## src/rtl/hazard_dest_tracker.sv

```systemverilog
// ----------------------------------------------------------------------------
// hazard_dest_tracker
//
// Producer side of the load-use / JALR hazard check. It records the
// destination register, rt and memRead of each decoded instruction and shifts
// them through the ID/EX, EX/MEM and MEM/WB slots. Hazard detection compares
// those slots against IF/ID and returns a stall request, which this block uses
// to insert bubbles. The block also counts stall and flush cycles, and it
// raises a sticky error when a stall never releases.
//
// Parameters
//   CNT_W      width of the stall/flush counters, which saturate at 2^CNT_W-1
//   MAX_STALL  consecutive stall cycles allowed before o_stall_err (1..255)
//
// Ports
//   i_clk                 core clock; all state updates on the rising edge
//   i_rst                 synchronous, active-high reset
//   i_stall               bubble request from hazard detection
//   i_flush               squash the instruction leaving ID
//   i_id_valid            IF/ID holds a real instruction
//   i_id_regWrite         decoded instruction writes the register file
//   i_id_memRead          decoded instruction is a load
//   i_id_writereg[2:0]    decoded destination register
//   i_id_rt[2:0]          decoded rt field
//   o_idex_*              ID/EX slot: valid, regWrite, memRead, writereg, rt
//   o_exmem_*             EX/MEM slot: valid, regWrite, writereg
//   o_memwb_*             MEM/WB slot: valid, regWrite, writereg
//   o_stall_count         saturating count of stall cycles
//   o_flush_count         saturating count of flush cycles
//   o_stall_err           sticky; stall held longer than MAX_STALL cycles
//
// Every output comes straight from a register, so there is no combinational
// path from input to output.
// ----------------------------------------------------------------------------
module hazard_dest_tracker #(
   parameter int unsigned CNT_W     = 16,
   parameter int unsigned MAX_STALL = 4
) (
   input  logic             i_clk,
   input  logic             i_rst,
   input  logic             i_stall,
   input  logic             i_flush,
   input  logic             i_id_valid,
   input  logic             i_id_regWrite,
   input  logic             i_id_memRead,
   input  logic [2:0]       i_id_writereg,
   input  logic [2:0]       i_id_rt,
   output logic             o_idex_valid,
   output logic             o_idex_regWrite,
   output logic             o_idex_memRead,
   output logic [2:0]       o_idex_writereg,
   output logic [2:0]       o_idex_rt,
   output logic             o_exmem_valid,
   output logic             o_exmem_regWrite,
   output logic [2:0]       o_exmem_writereg,
   output logic             o_memwb_valid,
   output logic             o_memwb_regWrite,
   output logic [2:0]       o_memwb_writereg,
   output logic [CNT_W-1:0] o_stall_count,
   output logic [CNT_W-1:0] o_flush_count,
   output logic             o_stall_err
);

   localparam logic [CNT_W-1:0] CntMax    = '1;
   localparam logic [7:0]       RunMax    = 8'hff;
   localparam logic [7:0]       MaxStallC = 8'(MAX_STALL);

   // ---------------------------------------------------------------------
   // State registers
   // ---------------------------------------------------------------------
   logic             r_idex_valid;
   logic             r_idex_regWrite;
   logic             r_idex_memRead;
   logic [2:0]       r_idex_writereg;
   logic [2:0]       r_idex_rt;
   logic             r_exmem_valid;
   logic             r_exmem_regWrite;
   logic [2:0]       r_exmem_writereg;
   logic             r_memwb_valid;
   logic             r_memwb_regWrite;
   logic [2:0]       r_memwb_writereg;
   logic [CNT_W-1:0] r_stall_count;
   logic [CNT_W-1:0] r_flush_count;
   logic [7:0]       r_stall_run;
   logic             r_stall_err;

   // ---------------------------------------------------------------------
   // Next-state values
   // ---------------------------------------------------------------------
   logic             w_bubble;
   logic             w_idex_valid;
   logic             w_idex_regWrite;
   logic             w_idex_memRead;
   logic [2:0]       w_idex_writereg;
   logic [2:0]       w_idex_rt;
   logic [CNT_W-1:0] w_stall_count;
   logic [CNT_W-1:0] w_flush_count;
   logic [7:0]       w_stall_run;
   logic             w_stall_err;

   // ID/EX capture. A bubble clears every field, including writereg and rt.
   // Consumers still qualify writereg with valid/regWrite, because r0 is a
   // real register.
   always_comb begin
      w_bubble        = i_stall | i_flush | ~i_id_valid;
      w_idex_valid    = 1'b0;
      w_idex_regWrite = 1'b0;
      w_idex_memRead  = 1'b0;
      w_idex_writereg = 3'b000;
      w_idex_rt       = 3'b000;
      if (!w_bubble) begin
         w_idex_valid    = 1'b1;
         w_idex_regWrite = i_id_regWrite;
         w_idex_memRead  = i_id_memRead;
         w_idex_writereg = i_id_writereg;
         w_idex_rt       = i_id_rt;
      end
   end

   // Activity counters; they hold at all-ones instead of wrapping.
   always_comb begin
      w_stall_count = r_stall_count;
      w_flush_count = r_flush_count;
      if (i_stall && (r_stall_count != CntMax)) begin
         w_stall_count = r_stall_count + CNT_W'(1);
      end
      if (i_flush && (r_flush_count != CntMax)) begin
         w_flush_count = r_flush_count + CNT_W'(1);
      end
   end

   // Stall watchdog. The error fires on the cycle the run reaches
   // MAX_STALL+1, which is the cycle a stall arrives while the run already
   // equals MAX_STALL. Because the run saturates, the compare stays valid even
   // for MAX_STALL = 255.
   always_comb begin
      w_stall_run = 8'h00;
      w_stall_err = r_stall_err;
      if (i_stall) begin
         w_stall_run = (r_stall_run == RunMax) ? RunMax : r_stall_run + 8'h01;
         if (r_stall_run >= MaxStallC) begin
            w_stall_err = 1'b1;
         end
      end
   end

   // ---------------------------------------------------------------------
   // Registers. Reset takes priority over every other input.
   // ---------------------------------------------------------------------
   always_ff @(posedge i_clk) begin
      if (i_rst) begin
         r_idex_valid     <= 1'b0;
         r_idex_regWrite  <= 1'b0;
         r_idex_memRead   <= 1'b0;
         r_idex_writereg  <= 3'b000;
         r_idex_rt        <= 3'b000;
         r_exmem_valid    <= 1'b0;
         r_exmem_regWrite <= 1'b0;
         r_exmem_writereg <= 3'b000;
         r_memwb_valid    <= 1'b0;
         r_memwb_regWrite <= 1'b0;
         r_memwb_writereg <= 3'b000;
         r_stall_count    <= '0;
         r_flush_count    <= '0;
         r_stall_run      <= 8'h00;
         r_stall_err      <= 1'b0;
      end else begin
         r_idex_valid     <= w_idex_valid;
         r_idex_regWrite  <= w_idex_regWrite;
         r_idex_memRead   <= w_idex_memRead;
         r_idex_writereg  <= w_idex_writereg;
         r_idex_rt        <= w_idex_rt;
         // The later slots have no back-pressure and advance every cycle.
         r_exmem_valid    <= r_idex_valid;
         r_exmem_regWrite <= r_idex_regWrite;
         r_exmem_writereg <= r_idex_writereg;
         r_memwb_valid    <= r_exmem_valid;
         r_memwb_regWrite <= r_exmem_regWrite;
         r_memwb_writereg <= r_exmem_writereg;
         r_stall_count    <= w_stall_count;
         r_flush_count    <= w_flush_count;
         r_stall_run      <= w_stall_run;
         r_stall_err      <= w_stall_err;
      end
   end

   // ---------------------------------------------------------------------
   // Outputs
   // ---------------------------------------------------------------------
   assign o_idex_valid     = r_idex_valid;
   assign o_idex_regWrite  = r_idex_regWrite;
   assign o_idex_memRead   = r_idex_memRead;
   assign o_idex_writereg  = r_idex_writereg;
   assign o_idex_rt        = r_idex_rt;
   assign o_exmem_valid    = r_exmem_valid;
   assign o_exmem_regWrite = r_exmem_regWrite;
   assign o_exmem_writereg = r_exmem_writereg;
   assign o_memwb_valid    = r_memwb_valid;
   assign o_memwb_regWrite = r_memwb_regWrite;
   assign o_memwb_writereg = r_memwb_writereg;
   assign o_stall_count    = r_stall_count;
   assign o_flush_count    = r_flush_count;
   assign o_stall_err      = r_stall_err;

endmodule

```

## config.mk

```make
export PLATFORM = sky130hd
export DESIGN_NAME = hazard_dest_tracker
export DESIGN_NICKNAME = d
export VERILOG_FILES = /design/src/rtl/hazard_dest_tracker.sv
export SDC_FILE = /design/constraint.sdc
export NUM_CORES = 1
export LEC_CHECK = 0
export BUFFER_PORTS_ARGS = -buffer_cell sky130_fd_sc_hd__buf_2
export CAP_MARGIN = 20
export CORE_UTILIZATION = 52
export DETAILED_ROUTE_END_ITERATION = 10
export GPL_TIMING_DRIVEN = 1
export PLACE_DENSITY_LB_ADDON = 0.12
export SYNTH_ARGS = -nofsm -noshare
export SYNTH_HDL_FRONTEND = slang
export SYNTH_SLANG_ARGS = --single-unit
```

## constraint.sdc

```tcl
create_clock -name i_clk -period 1.87 [get_ports i_clk]
set_input_delay 0.2805 -clock i_clk [delete_from_list [all_inputs] [get_ports i_clk]]
set_output_delay 0.2805 -clock i_clk [all_outputs]
set_load 0.03 [all_outputs]
```

==> results of run 1 <==
cells in the final DEF (no fill, tap or decap), drive strengths merged, types with 9 or more instances in the layout:
cell type / instances
buf: 70
dfxtp: 60
a21oi: 25
nor2: 20
nor2b: 14
nand2: 12
nor3: 12
nand3: 12
and2: 11
nand4: 11
clkbuf: 9
inv: 9
metal layers:
layer / vias to the layer above / GRT usage [%]
met5: - / 0
met3: 9 / 7.50
met1: 1098 / 26.3
li1: 1151 / -
met2: 77 / 38.2
met4: 0 / 8.50
Yosys cell counts (all sizes together):
master	number
o31a	1
nor4	5
a311oi	1
nor2	20
buf	3
a31oi	3
and3b	1
xnor2	3
o2111ai	1
a21oi	25
dfxtp	60
clkbuf	6
nand2	12
mux2	4
o31ai	7
nor2b	14
and4	6
ha	4
nor3	12
and2	11
or3	7
inv	8
nand2b	1
nand4	11
o41ai	2
a211oi	3
o21ai	7
or2	2
and3	7
a2111oi	1
nor4b	3
nand3	12
xor2	3
mux2i	3
o21ba	1
or4	5
kinds of logic after synthesis:
family / count (synthesis)
and+or+nand+nor: 129
AOI/OAI and AO/OA: 52
buffers and inverters: 17
xor gates and xnor gates: 6
DFF: 60
adders and majority gates: 4
muxes: 7
per-stage QoR:
stage          utilization (%)  power [µW]  setup slack [ns]  cells
3_3_place_gp              63.0        1460             0.183    403
5_1_grt                   67.2        2700            0.0109    419
4_1_cts                   67.2        2630             0.121    419
3_5_place_dp              63.0        1460             0.149    403
6_report                  67.2        2600             0.139    419
2_1_floorplan                -        1420            0.0479    275
path summary, 6_finish.rpt:
| path | endpoint | cells after the start | slack [ns] | start |
|---|---|---|---|---|
| setup / recovery | o_flush_count[15] | 6 | 0.14 | o_flush_count[0] |
| hold / removal | o_idex_writereg[0] | 2 | 0.14 | i_id_writereg[0] |
| setup reg to reg | o_flush_count[15] | 6 | 0.14 | o_flush_count[0] |
| hold reg to reg | o_memwb_regWrite | 1 | 0.46 | o_exmem_regWrite |
layout make-up:
| class | instances | area [µm²] |
|---|---|---|
| Multi-Input combinational cell | 198 | 1310 |
| Sequential cell | 60 | 1200 |
| Clock buffer | 9 | 124 |
| Fill cell | 420 | 1560 |
| Tap cell | 67 | 83.8 |
| Timing Repair Buffer | 70 | 365 |
| Clock inverter | 7 | 75.1 |
| Inverter | 8 | 30.0 |
power breakdown:
group	switching, µW	total (µW)	internal, µW
clock network	548	1170	621
logic	81.1	126	44.6
registers	15.1	1310	1290
flip-flops by register name, indices dropped and copies added, names as in the netlist, 3 cells and up:
register          count
o_idex_rt             3
r_stall_run           8
o_exmem_writereg      3
o_stall_count        16
o_memwb_writereg      3
o_idex_writereg       3
o_flush_count        16
==> flow_summary_export.csv, run 1 <==
group,metric,value,unit
worst_setup_path,critPathArrivalTime,2.00,ns
timing,drv_slew,0,
synth,synth_area_leaders,"dfxtp_1, a21oi_1, nor2b_1, nor2_1, and2_1",
worst_setup_path,path_cells,"ha_1 > nand3_1 > nor3_1 > buf_4 > or4_1 > a21oi_1",
synth,yosysTopAreaCell,"dfxtp_1",
place,place_area,2990,µm²
worst_setup_path,required,2.14,ns
finish,areaGrowthSynthToFinish,23.5,%
synth,synthCells,275,
timing,setup_violations,0,
finish,layout-drive-gt1-share,30.4,%
drt,top_layer_used,"met4",
drt,route.detailed.drc,0,
clocking,cts.path.max_buffers,2,
synth,synth-adder-area-share,1.94,%
global_route,grt_pass1_vias,2101,
die,placeableCoreArea,4750,µm²
pwr,power.density,815,nW/µm²
global_route,grt_pass1_wl,9070,µm
timing,grt_setup_unrepaired,"no",
timing,finalCritPeriodShare,92.5,%
worst_setup_path,slowest_delay,0.49,ns
clocking,path_clk_slew,0.07,ns
worst_setup_path,cp_top_family,"simple AND/OR/NAND/NOR gates",
clocking,post_cts_resized,0,
timing,tightest_slew,0.465,ns
synth,synth-simple-area-share,30.3,%
clocking,ctsHoldBuffers,0,
drt,wl_met1,2500,µm
finish,fin_nets,364,
synth,synth_xor_area_share,2.03,%
global_route,gr-total-overflow,0,
clocking,cts_htree_levels,3,
pwr,p_leak,0.00138,µW
drt,met2_length,2690,µm
die,start_util,54.4,%
timing,tns,0,ns
synth,syn_nets,292,
timing,fin_crit,1.73,ns
synth,synth_compound_area_share,13.7,%
pwr,ir_drop,0.000625,V
die,die_area,5260,µm²
timing,final_hold_viol_count,0,
place,io_buffer_count,64,
synth,synth.area.mux_share,2.90,%
drt,dr.pass1.iters,7,
timing,max_freq,578,MHz
worst_setup_path,cp-end-kind,"flip-flop",
worst_setup_path,crit_path_start_kind,"flip-flop",
clocking,cts_sinks,60,
global_route,antenna_found_initial,0,
global_route,grt_max_degree,27,
finish,stdcell_area,3190,µm²
clocking,cts_root_buf,"clkbuf_8",
worst_setup_path,worstSetupPathType,"flip-flop to flip-flop",
place,dp.final_hpwl,3950,µm
global_route,grt_usage,22.5,%
die,num_rows,25,
clocking,cts_tree,"yes",
run_status,outcome,"complete, no violations",
timing,max-slew-margin-rel,69.0,%
worst_setup_path,path_buf_inv,1,
synth,synth_top_family_by_area,"simple AND/OR/NAND/NOR gates",
run,cap_violations,0,
synth,synth.avg_cell_area,9.40,µm²
drt,vias_per_cell,5.57,
synth,syn_area,2580,µm²
timing,whs,0.136,ns
clocking,cts-buffers-inserted,9,
synth,yosys_register_bits,60,
synth,yosys.area.top_type_share,46.5,%
die,pin_count,65,
drt,drtAntennaViolNets,0,
drt,met3WireLength,375,µm
die,die_h,72.5,µm
worst_hold_path,min_path_type,"input port to flip-flop",
worst_setup_path,slowest_stage,"or4_1",
drt,wl_per_cell,13.4,µm
timing,clock_skew,0.0145,ns
synth,synth_seq_area_share,46.5,%
clocking,cts_setup_buffers,0,
die,dieWidth,72.5,µm
synth,ys_warn_count,0,
drt,drt_iter0_markers,186,
place,gp_congestion,0.781,
drt,num_vias,2335,
finish,num_antenna_cells,0,
worst_setup_path,cp_max_fo,11,
clocking,clock_latency,0.34,ns
drt,wl,5620,µm
synth,yosysUniqueCellTypes,47,
Power figures use the tool's default switching activity.
==> run 2, diff against run 1 <==
--- a/config.mk
+++ b/config.mk
@@ -11,6 +11,7 @@
 export DETAILED_ROUTE_END_ITERATION = 10
 export GPL_TIMING_DRIVEN = 1
 export PLACE_DENSITY_LB_ADDON = 0.12
+export REMOVE_ABC_BUFFERS = 1
 export SYNTH_ARGS = -nofsm -noshare
 export SYNTH_HDL_FRONTEND = slang
 export SYNTH_SLANG_ARGS = --single-unit
==> run 2 against run 1 <==
Sequential share of layout area shrank 0.059 points; sequential cell count did not move; cell count is the same; first-iteration DRC count shrank 30%; register-to-register slack barely moved; clock skew decreased by 0.0020 ns; critical path depth is 2 lower; non-clock buffer count unchanged; clock-buffer cell count stayed put; critical endpoint is now o_stall_count[15]; highest routed layer unchanged.
==> flow_summary_export.csv, run 2 (same netlist as run 1, synthesis figures left out) <==
group,metric,value,unit
worst_setup_path,r2r_slack,0.13,ns
pwr,power.density,813,nW/µm²
clocking,cts.path.max_buffers,2,
worst_setup_path,critPathArrivalTime,1.97,ns
clocking,clock_latency,0.34,ns
finish,num_antenna_cells,0,
global_route,antenna_found_initial,0,
timing,tightest_slew,0.465,ns
global_route,grt_usage,21.5,%
die,dieWidth,72.5,µm
timing,max_freq,575,MHz
drt,wl_per_cell,12.8,µm
global_route,grt_max_degree,21,
clocking,cts_root_buf,"clkbuf_8",
timing,drv_slew,0,
timing,finalCritPeriodShare,93.0,%
clocking,cts_sinks,60,
timing,final_hold_viol_count,0,
clocking,ctsHoldBuffers,0,
die,die_h,72.5,µm
worst_setup_path,path_cells,"and3_2 > nand4_1 > a2111oi_2 > mux2_2",
worst_setup_path,cp-end-kind,"flip-flop",
worst_setup_path,worstSetupPathType,"flip-flop to flip-flop",
worst_setup_path,slowest_delay,0.46,ns
finish,areaGrowthSynthToFinish,23.7,%
worst_setup_path,slowest_stage,"dfxtp_1",
clocking,cts_tree,"yes",
finish,fin_nets,364,
timing,setup_violations,0,
worst_setup_path,timing.critical_path.from,"o_stall_count[5]",
die,num_rows,25,
timing,fin_crit,1.74,ns
drt,drtAntennaViolNets,0,
drt,drt_iter0_markers,131,
timing,grt_setup_unrepaired,"no",
global_route,gr-total-overflow,0,
timing,max-slew-margin-rel,68.7,%
global_route,grt_pass1_vias,2015,
timing,clock_skew,0.0125,ns
worst_setup_path,reg2reg_to,"o_stall_count[15]",
global_route,grt_pass1_wl,8830,µm
place,dp.final_hpwl,3740,µm
clocking,path_clk_slew,0.08,ns
timing,whs,0.139,ns
finish,stdcell_area,3200,µm²
drt,route.detailed.drc,0,
die,start_util,54.4,%
finish,layout-drive-gt1-share,30.7,%
run,cap_violations,0,
finish,final_common_cell,"buf_2",
die,placeableCoreArea,4750,µm²
pwr,ir_drop,0.000577,V
timing,tns,0,ns
worst_setup_path,required,2.10,ns
finish,nFillCells,395,
drt,wl,5380,µm
die,die_area,5260,µm²
worst_setup_path,crit_end,"o_stall_count[15]",
worst_hold_path,min_path_type,"input port to flip-flop",
worst_setup_path,crit_path_start_kind,"flip-flop",
worst_setup_path,cp_max_fo,7,
drt,num_vias,2279,
finish,layout_common_cells,"buf_2, dfxtp_1, a21oi_1",
place,io_buffer_count,64,
run_status,outcome,"complete, no violations",
pwr,p_leak,0.00136,µW
worst_setup_path,r2r_cells,4,
pwr,p_total,2600,µW
drt,dr.pass1.iters,4,
clocking,cts-buffers-inserted,9,
place,gp_congestion,0.818,
clocking,cts_htree_levels,3,
worst_setup_path,reg2reg_from,"o_stall_count[5]",
place,place_area,2990,µm²
drt,vias_per_cell,5.44,
die,pin_count,65,
run 2: power by group:
part           switching [µW]  leakage [µW]  internal [µW]
sequential               14.5      0.000485           1290
clock                     546     0.0000918            618
combinational            81.0      0.000788           45.2
total                     642       0.00136           1960
run 2: final cells by class:
cell class,count,area [µm²],area share [%]
Multi-Input combinational cell,198,1320,41.2
Inverter,8,30.0,0.939
Clock inverter,7,75.1,2.35
Sequential cell,60,1200,37.6
Tap cell,67,83.8,2.62
Timing Repair Buffer,70,365,11.4
Clock buffer,9,124,3.87
run 2: timing repair:
item                                    in CTS  in global routing
buffers inserted                             0                  0
gates resized for setup                      0                  1
hold endpoints to repair                     0                  0
endpoints found under the setup margin       0                  1
run 2: how the worst min path moves through the flow:
stage,depth (start not counted),slack [ns],end,from
6_report,2,0.14,o_idex_rt[2],i_id_rt[2]
5_1_grt,2,0.14,o_idex_regWrite,i_id_regWrite
3_5_place_dp,1,0.44,o_exmem_writereg[0],o_idex_writereg[0]
4_1_cts,2,0.13,o_idex_writereg[1],i_id_writereg[1]
2_1_floorplan,1,0.35,o_flush_count[10],i_rst
3_3_place_gp,1,0.44,o_memwb_writereg[1],o_exmem_writereg[1]
run 2: critical path, delay by kind of cell (launching register included):
kind	cells	cell delay [ns]
simple gates	2	0.41
mux	1	0.37
compound gates	1	0.39
flops	1	0.46
run 2: metrics by stage:
| stage | setup WS [ns] | utilization, % | std cells |
|---|---|---|---|
| 3_5_place_dp | 0.157 | 63.0 | 403 |
| 6_report | 0.130 | 67.3 | 419 |
| 4_1_cts | 0.132 | 67.2 | 419 |
| 2_1_floorplan | -0.190 | - | 266 |
| 3_3_place_gp | 0.188 | 63.0 | 403 |
| 5_1_grt | 0.0179 | 67.3 | 419 |
run 2: routing by layer:
metal | vias to the layer above | GRT usage [%] | part of all wire (%)
li1 | 1153 | - | -
met1 | 1057 | 27.5 | 47
met2 | 63 | 34.0 | 46
met3 | 6 | 5.14 | 5.4
met4 | 0 | 10.2 | 0.95
met5 | - | 0 | 0
